`config.mk`:
```
export PLATFORM = sky130hd
export DESIGN_NAME = rtn_addr_stack
export DESIGN_NICKNAME = d
export VERILOG_FILES = /design/src/rtl/rtn_addr_stack.sv
export SDC_FILE = /design/constraint.sdc
export NUM_CORES = 1
export LEC_CHECK = 0
export CAP_MARGIN = 15
export CORE_MARGIN = 4
export CORE_UTILIZATION = 51
export CTS_CLUSTER_DIAMETER = 120
export DETAILED_ROUTE_END_ITERATION = 8
export PLACE_DENSITY = 0.75
export SLEW_MARGIN = 0
export SYNTH_ARGS = -nofsm -noshare
export SYNTH_HDL_FRONTEND = slang
export SYNTH_SLANG_ARGS = --single-unit
```
`constraint.sdc`:
```
create_clock -name clk -period 2.27 [get_ports clk]
set_input_delay 0.454 -clock clk [delete_from_list [all_inputs] [get_ports clk]]
set_output_delay 0.454 -clock clk [all_outputs]
set_load 0.05 [all_outputs]
```
`src/rtl/rtn_addr_stack.sv`:
```
// rtl/rtn_addr_stack.sv - return-address stack with overflow/underflow detection and sticky error state
module rtn_addr_stack #(
    parameter int ADDR_W = 8,
    parameter int DEPTH  = 8,
    parameter int CNT_W  = 4
) (
    input  logic              clk,
    input  logic              reset_n,
    input  logic              Push_Req,
    input  logic [ADDR_W-1:0] Push_Addr,
    input  logic              Pop_Req,
    input  logic              Flush,
    input  logic              Err_Clr,
    output logic [ADDR_W-1:0] Return_Addr,
    output logic              Stack_Empty,
    output logic              Stack_Full,
    output logic [CNT_W-1:0]  Depth,
    output logic              Stack_Err,
    output logic [1:0]        Err_Code
);

    localparam int IDX_W = (DEPTH > 1) ? $clog2(DEPTH) : 1;
    localparam logic [CNT_W-1:0] FULL_CNT = CNT_W'(DEPTH);
    localparam logic [CNT_W-1:0] ONE_CNT  = CNT_W'(1);

    typedef enum logic {
        RUN = 1'b0,
        ERR = 1'b1
    } state_t;

    state_t             state_q;
    state_t             state_d;
    logic [CNT_W-1:0]   sp_q;
    logic [CNT_W-1:0]   sp_d;
    logic [1:0]         code_q;
    logic [1:0]         code_d;
    logic               wr_en;
    logic [IDX_W-1:0]   wr_idx;
    logic [CNT_W-1:0]   sp_m1;
    logic [IDX_W-1:0]   top_idx;
    logic [IDX_W-1:0]   push_idx;
    logic               sp_zero;
    logic [ADDR_W-1:0]  mem [DEPTH];

    assign sp_m1    = sp_q - ONE_CNT;
    assign top_idx  = sp_m1[IDX_W-1:0];
    assign push_idx = sp_q[IDX_W-1:0];
    assign sp_zero  = (sp_q == '0);

    always_ff @(posedge clk or negedge reset_n) begin
        if (!reset_n) begin
            state_q <= RUN;
            sp_q    <= '0;
            code_q  <= 2'b00;
        end else begin
            state_q <= state_d;
            sp_q    <= sp_d;
            code_q  <= code_d;
        end
    end

    always_comb begin
        state_d = state_q;
        sp_d    = sp_q;
        code_d  = code_q;
        wr_en   = 1'b0;
        wr_idx  = '0;
        case (state_q)
            RUN: begin
                if (Flush || Err_Clr) begin
                    sp_d   = '0;
                    code_d = 2'b00;
                end else if (Push_Req && Pop_Req) begin
                    wr_en = 1'b1;
                    if (!sp_zero) begin
                        // CALL and RET in one cycle: the new return address replaces the top
                        wr_idx = top_idx;
                    end else begin
                        wr_idx    = '0;
                        sp_d      = ONE_CNT;
                        code_d[0] = 1'b1;
                        state_d   = ERR;
                    end
                end else if (Push_Req) begin
                    if (sp_q < FULL_CNT) begin
                        wr_en  = 1'b1;
                        wr_idx = push_idx;
                        sp_d   = sp_q + ONE_CNT;
                    end else begin
                        code_d[1] = 1'b1;
                        state_d   = ERR;
                    end
                end else if (Pop_Req) begin
                    if (!sp_zero) begin
                        sp_d = sp_m1;
                    end else begin
                        code_d[0] = 1'b1;
                        state_d   = ERR;
                    end
                end
            end
            ERR: begin
                if (Err_Clr) begin
                    sp_d    = '0;
                    code_d  = 2'b00;
                    state_d = RUN;
                end
            end
            default: state_d = RUN;
        endcase
    end

    // Entries are deliberately not reset; sp alone defines what is valid
    always_ff @(posedge clk) begin
        if (wr_en) begin
            mem[wr_idx] <= Push_Addr;
        end
    end

    assign Return_Addr = sp_zero ? '0 : mem[top_idx];
    assign Stack_Empty = sp_zero;
    assign Stack_Full  = (sp_q == FULL_CNT);
    assign Depth       = sp_q;
    assign Stack_Err   = (state_q == ERR);
    assign Err_Code    = code_q;

endmodule

```
---- Word level (Yosys, flattened, before mapping) ----
Memory sizes are Yosys's and may differ from the RTL's.
Index checks and enable logic that the tools add are counted.
Widths: inputs -> output; s select.
storage, ports and cells
  memories ................................ 1
  word-level logic and storage cells ...... 67
  bits of input ports ..................... 14
  flip-flop bits (word level) ............. 7
  output and inout port bits .............. 17
  bits in writable memories ............... 64
cells by class
  order comparisons ....................... 1
  add/subtract/negate cells ............... 2
  bitwise operators ....................... 1
  muxes and demuxes ....................... 41
  equal/unequal tests ..................... 11
  reductions and logical operators ........ 6
memories
  name  depth  width  read ports  clocked after Yosys merged registers in  wr ports  RTL line  text
  mem   8      8      1           0                                        1         43        logic [ADDR_W-1:0] mem [DEPTH];
operators with widths
  operator             number
  $mux 4               8
  $mux 1               21
  $mux 3               6
  $ne 5x5->1 const B   3
  $ne 4x4->1 const B   3
  $ne 3x3->1 const B   3
  $mux 8               1
  $pmux 4 s2           1
  $reduce_and 5->1     1
  $add 4x1->4 const B  1
  $eq 4x4->1 const B   1
  $logic_not 4->1      1
  $lt 4x4->1 const B   1
  $mux 2               2
  $pmux 2 s2           1
  $reduce_and 4->1     1
  $sub 4x1->4 const B  1
  $reduce_and 3->1     1
  $ne 2x2->1 const B   1
  $pmux 1 s2           1
  $logic_and 1x1->1    1
  $logic_or 1x1->1     1
  $not 1->1            1

---- Longest topological paths before layout ----
Gate-level depths: netlist (run 1).
  word-level depth ........................ 8
  gate-level depth with buffers ........... 9
  mapped depth without buffers ............ 6

---- Worst setup path after synthesis (run 1) ----
OpenSTA, ideal clock, no wires.
  path kind ............................... register to output
  start point ............................. register sp_q[0], in the netlist Depth[0]
  end point ............................... output Return_Addr[1]
  data required time ...................... 1.816 ns
  cell stages (with the launch flop) ...... 8
  buffers on the path ..................... 2
  slack ................................... -0.961 ns
  data arrival time ....................... 2.777 ns
  cell sequence ........................... dfrtp_1 -> buf_6 -> inv_1 -> ha_1 -> buf_2 -> nand2_1 -> nor2_1 -> a221o_1
between the ends
  word-level cells in the longest chain between the ends .. 3
  elaborated cells between the ends (all ways) .. 4
  those cells by class .................... add/sub: 1; mux: 1; reduce/logical: 1; memory: 1
RTL lines
  what                      RTL line  text
  start: declaration        33        logic [CNT_W-1:0] sp_q;
  start signal: assignment  57        sp_q <= sp_d;
  $sub 4x1->4               45        assign sp_m1 = sp_q - ONE_CNT;
  $mem_v2 8x8               -
  $mux 8 (*)                120       assign Return_Addr = sp_zero ? '0 : mem[top_idx];
  end: declaration          14        output logic [ADDR_W-1:0] Return_Addr,
Every way passes the cells marked *; elsewhere a longest branch is shown, timed or not.

---- Final worst setup path (run 1) ----
Ends and elaborated chain as after synthesis.

==> results.rst, run 1 <==
.. list-table::
   :header-rows: 1

   * - Metric
     - Value
   * - Run status
     - finished, violations left
   * - Failing checks
     - negative setup slack
   * - Netlist cell types
     - 45
   * - Worst clock skew
     - 0.0107 ns
   * - Post-synthesis instance area
     - 0.00321 mm²
   * - Residual overflow from global routing
     - 0
   * - Number of nets in the final layout
     - 290
   * - Max Root-Sink Buffers
     - 2
   * - Number of detailed-routing iterations run before antenna repair
     - 4
   * - Number of enable flip-flop cells after synthesis
     - 64
   * - Yosys synthesis warning count
     - 0
   * - Total nets after synthesis
     - 225
   * - Number of DRC violations after detailed-routing iteration 0
     - 202
   * - Part of the total power dissipated in sequential elements
     - 0.446
   * - Via density per instance
     - 5.93
   * - Kind of launch point of the worst setup path
     - flip-flop
   * - Final GP Congestion
     - 0.825
   * - Smallest setup slack after layout
     - -0.314 ns
   * - Largest net degree at the start of global routing
     - 21
   * - Final cell area excluding filler cells
     - 0.00423 mm²
   * - RSZ-0062 raised after global routing
     - true
   * - Post-synth top area cell
     - sky130_fd_sc_hd__edfxtp_1
   * - Class of the most critical setup path
     - reg -> out
   * - Total number of H-tree levels
     - 3
   * - Area of the die
     - roughly 0.0076 mm²
   * - First-pass GRT wire length
     - 11300 µm
   * - Quantity of I/O buffers inserted on ports
     - 30
   * - Ranking of synthesized cells by instance count
     - sky130_fd_sc_hd__edfxtp_1 (64), sky130_fd_sc_hd__o21ai_0 (19), sky130_fd_sc_hd__mux4_2 (16)
   * - Dpl hpwl
     - 4970 µm
   * - Filler cell count
     - 399
   * - Seq/Total Area, Yosys
     - 0.654
   * - Via count of the first global-routing pass
     - 2050
   * - Flop and latch count out of synthesis
     - 71
   * - Clk sinks
     - around 70
   * - Most used flip-flop cell after synthesis
     - sky130_fd_sc_hd__edfxtp_1
   * - Clock transition at path regs
     - 0.07 ns
   * - Worst Max-Slew Pin Slew
     - a little under 0.6 ns
   * - Antenna-violating nets left
     - 0
   * - Total routed wirelength
     - 7060 µm
   * - Die Y-Extent
     - about 87 µm
   * - Class of the tightest hold or removal check
     - in -> async
   * - Highest clock frequency the design can meet
     - 387 MHz
   * - Power per cell area
     - 776 mW/mm²
   * - Number of hold-slack violations in the final timing report
     - 0
   * - Number of cell instances on the worst register-to-register path
     - 6
   * - Switching power
     - 0.000877 W
   * - Data arrival time of the critical path
     - 2.13 ns
   * - Total count of max-transition violations in the final report
     - 0
   * - Ant diodes
     - 0
   * - Part of the total power dissipated in the clock network
     - 0.341
   * - Static power due to leakage
     - 1.50 nW
   * - Total negative slack
     - -1.89 ns
   * - P_int
     - 0.00240 W
   * - Top-area cell type share of the netlist area
     - 0.600
   * - Reg2Reg Setup Slack
     - 0.12 ns
   * - Most common cell in the netlist
     - sky130_fd_sc_hd__edfxtp_1
   * - Total number of vias
     - ~2100
   * - Final period utilization
     - 1.14
   * - Initial cell density of the core
     - 0.532
   * - Worst voltage drop across the vdd grid
     - 0.000532 V
   * - Total placed instance area
     - 0.00396 mm²
   * - Required time reported for the critical path endpoint
     - 1.82 ns
   * - Worst rel slew slack
     - 0.607
   * - Overall fraction of global-route tracks in use
     - 0.204
   * - Wire per inst
     - 19.9 µm
   * - Clock tree from TritonCTS
     - yes
   * - Clock buffers created by TritonCTS
     - 9
   * - Switching fraction of total power
     - 0.267
   * - Max_cap viols
     - 0
   * - # DRC
     - 0
   * - Number of antenna violations at the first check in global routing
     - 0
   * - Cell at the root of the clock tree
     - sky130_fd_sc_hd__clkbuf_8
   * - Critical Path Sink Type
     - primary output
   * - Power share of the combinational group
     - 0.213
   * - Final worst path period need
     - 2.58 ns
   * - Start of the worst register-to-register path
     - Depth[0]
   * - Average cell area after synthesis
     - 15.3 µm²
   * - Final-layout worst hold slack
     - 0.397 ns
   * - Crit Path Max Fanout
     - 4
   * - Synthesis-to-finish area growth
     - 32.0%
   * - Share of cells above drive strength 1
     - 0.380
   * - Setup Viol. Count Final
     - 8
   * - End of the worst register-to-register path
     - mem[1][1]
   * - Worst Setup Slack post-DPL
     - -0.136 ns
   * - Insertion delay of the later-clocked pin in the worst-skew pair
     - between 0.3 and 0.4 ns
   * - Fraction of registers with async set/reset
     - 0.0986
   * - Top-Level Pins
     - 31
   * - Std-Cell Core Area
     - approximately 0.0060 mm²
   * - Row Count
     - 28
   * - Floorplan die width
     - slightly below 90 µm
   * - Top area cells in the synthesized netlist
     - sky130_fd_sc_hd__edfxtp_1 (60%), sky130_fd_sc_hd__mux4_2 (11%), sky130_fd_sc_hd__dfrtp_1 (5.5%)
   * - Gate count after technology mapping
     - 209
per-layer routing:
| metal | up-vias | routed length (µm) | global-route usage |
|---|---|---|---|
| met2 | 82 | 3510 | 0.315 |
| li1 | 969 | - | - |
| met4 | 0 | 85 | 0.0669 |
| met3 | 12 | 419 | 0.0369 |
| met1 | 1035 | 3050 | 0.296 |
| met5 | - | 0 | 0 |
cell type report:
cell class              count  area (µm²)  share of cell area
clock buffers               9         124              0.0293
flip-flops and latches     71        2100               0.496
clock inverters             7         103              0.0243
inverters                   5        21.3             0.00503
repair buffers             68         702               0.166
multi-input cells         119        1090               0.257
well taps                  75        93.8              0.0222
power groups by stage:
stage	combinational (W)	clock (W)	sequential (W)
after floorplan	0.000384	0	0.00151
after global placement	0.000668	0	0.00149
after detailed placement	0.000679	0	0.00149
after CTS	0.000699	0.00114	0.00146
after global routing	0.000741	0.00121	0.00147
final	0.000698	0.00112	0.00146
worst max-delay path by stage:
stage,cells past startpoint,endpoint,start,slack (ns)
after detailed placement,6,mem[1][4],Pop_Req,-0.14
after global placement,6,mem[3][4],Pop_Req,-0.1
after global routing,7,Return_Addr[3],Depth[0],-0.37
after CTS,5,Return_Addr[1],Depth[0],-0.31
final,5,Return_Addr[1],Depth[0],-0.31
after floorplan,8,mem[2][0],Depth[0],-0.24
repair_timing:
item,4_1_cts,5_1_grt
hold buffers,0,0
setup endpoints to repair,9,31
pin swaps,1,1
setup buffers,4,0
resized for setup,4,2
state kept, by name (all words and copies together) (netlist names):
| signal | cells |
|---|---|
| Depth | 4 |
| Err_Code | 2 |
| Stack_Err | 1 |
| mem | 64 |
through the flow:
step                       util  total power, W  instances
after floorplan               -         0.00189        209
after global placement    0.657         0.00216        334
after detailed placement  0.657         0.00217        334
after CTS                 0.700         0.00330        354
after global routing      0.702         0.00342        354
final                     0.702         0.00328        354
cell families (layout without fill, tap and decap cells):
kind of cell    Yosys count  count (layout)  synth area share
flops                    71              71             0.654
simple gates             56              56             0.101
compound gates           44              44            0.0917
buf+inv                  19              89            0.0293
mux                      17              17             0.116
fa+ha+maj                 2               2           0.00781
worst max-delay path: stages (launching register included):
cell                      delay [ns]
sky130_fd_sc_hd__dfrtp_2        0.41
sky130_fd_sc_hd__buf_4          0.14
sky130_fd_sc_hd__mux4_2         0.51
sky130_fd_sc_hd__a22o_1         0.23
sky130_fd_sc_hd__a221o_2        0.35
sky130_fd_sc_hd__buf_8          0.16
cells in the final DEF (no fill, tap or decap), types with 2 or more instances in the layout:
cell,netlist,routed
sky130_fd_sc_hd__inv_6,0,3
sky130_fd_sc_hd__a21oi_1,5,5
sky130_fd_sc_hd__clkbuf_8,0,9
sky130_fd_sc_hd__o21ai_1,2,8
sky130_fd_sc_hd__nand3_1,3,3
sky130_fd_sc_hd__clkdlybuf4s50_1,0,16
sky130_fd_sc_hd__or4_1,2,2
sky130_fd_sc_hd__nor3b_4,1,2
sky130_fd_sc_hd__nor2b_2,0,2
sky130_fd_sc_hd__o41ai_1,2,2
sky130_fd_sc_hd__mux4_2,16,16
sky130_fd_sc_hd__o21ai_0,19,12
sky130_fd_sc_hd__dfrtp_1,7,5
sky130_fd_sc_hd__nand2_2,0,7
sky130_fd_sc_hd__nand2_1,10,3
sky130_fd_sc_hd__nor4b_1,2,2
sky130_fd_sc_hd__inv_1,5,3
sky130_fd_sc_hd__o211ai_1,3,3
sky130_fd_sc_hd__nand3b_1,3,3
sky130_fd_sc_hd__nor2b_1,5,3
sky130_fd_sc_hd__edfxtp_1,64,64
sky130_fd_sc_hd__nor2_1,12,11
sky130_fd_sc_hd__nor3_1,6,5
sky130_fd_sc_hd__or3b_2,2,2
sky130_fd_sc_hd__nand2b_1,2,2
sky130_fd_sc_hd__dfrtp_2,0,2
sky130_fd_sc_hd__o21a_1,2,2
sky130_fd_sc_hd__bufinv_16,0,2
sky130_fd_sc_hd__buf_4,2,38
sky130_fd_sc_hd__buf_12,0,11
No activity file was read; power rests on OpenSTA's default activity.
==> inputs of run 2 (changes only) <==
- HOLD_SLACK_MARGIN: not set -> 0.06
==> results of run 2 <==
No change in the layout: final DEF, timing and power equal those of run 1.
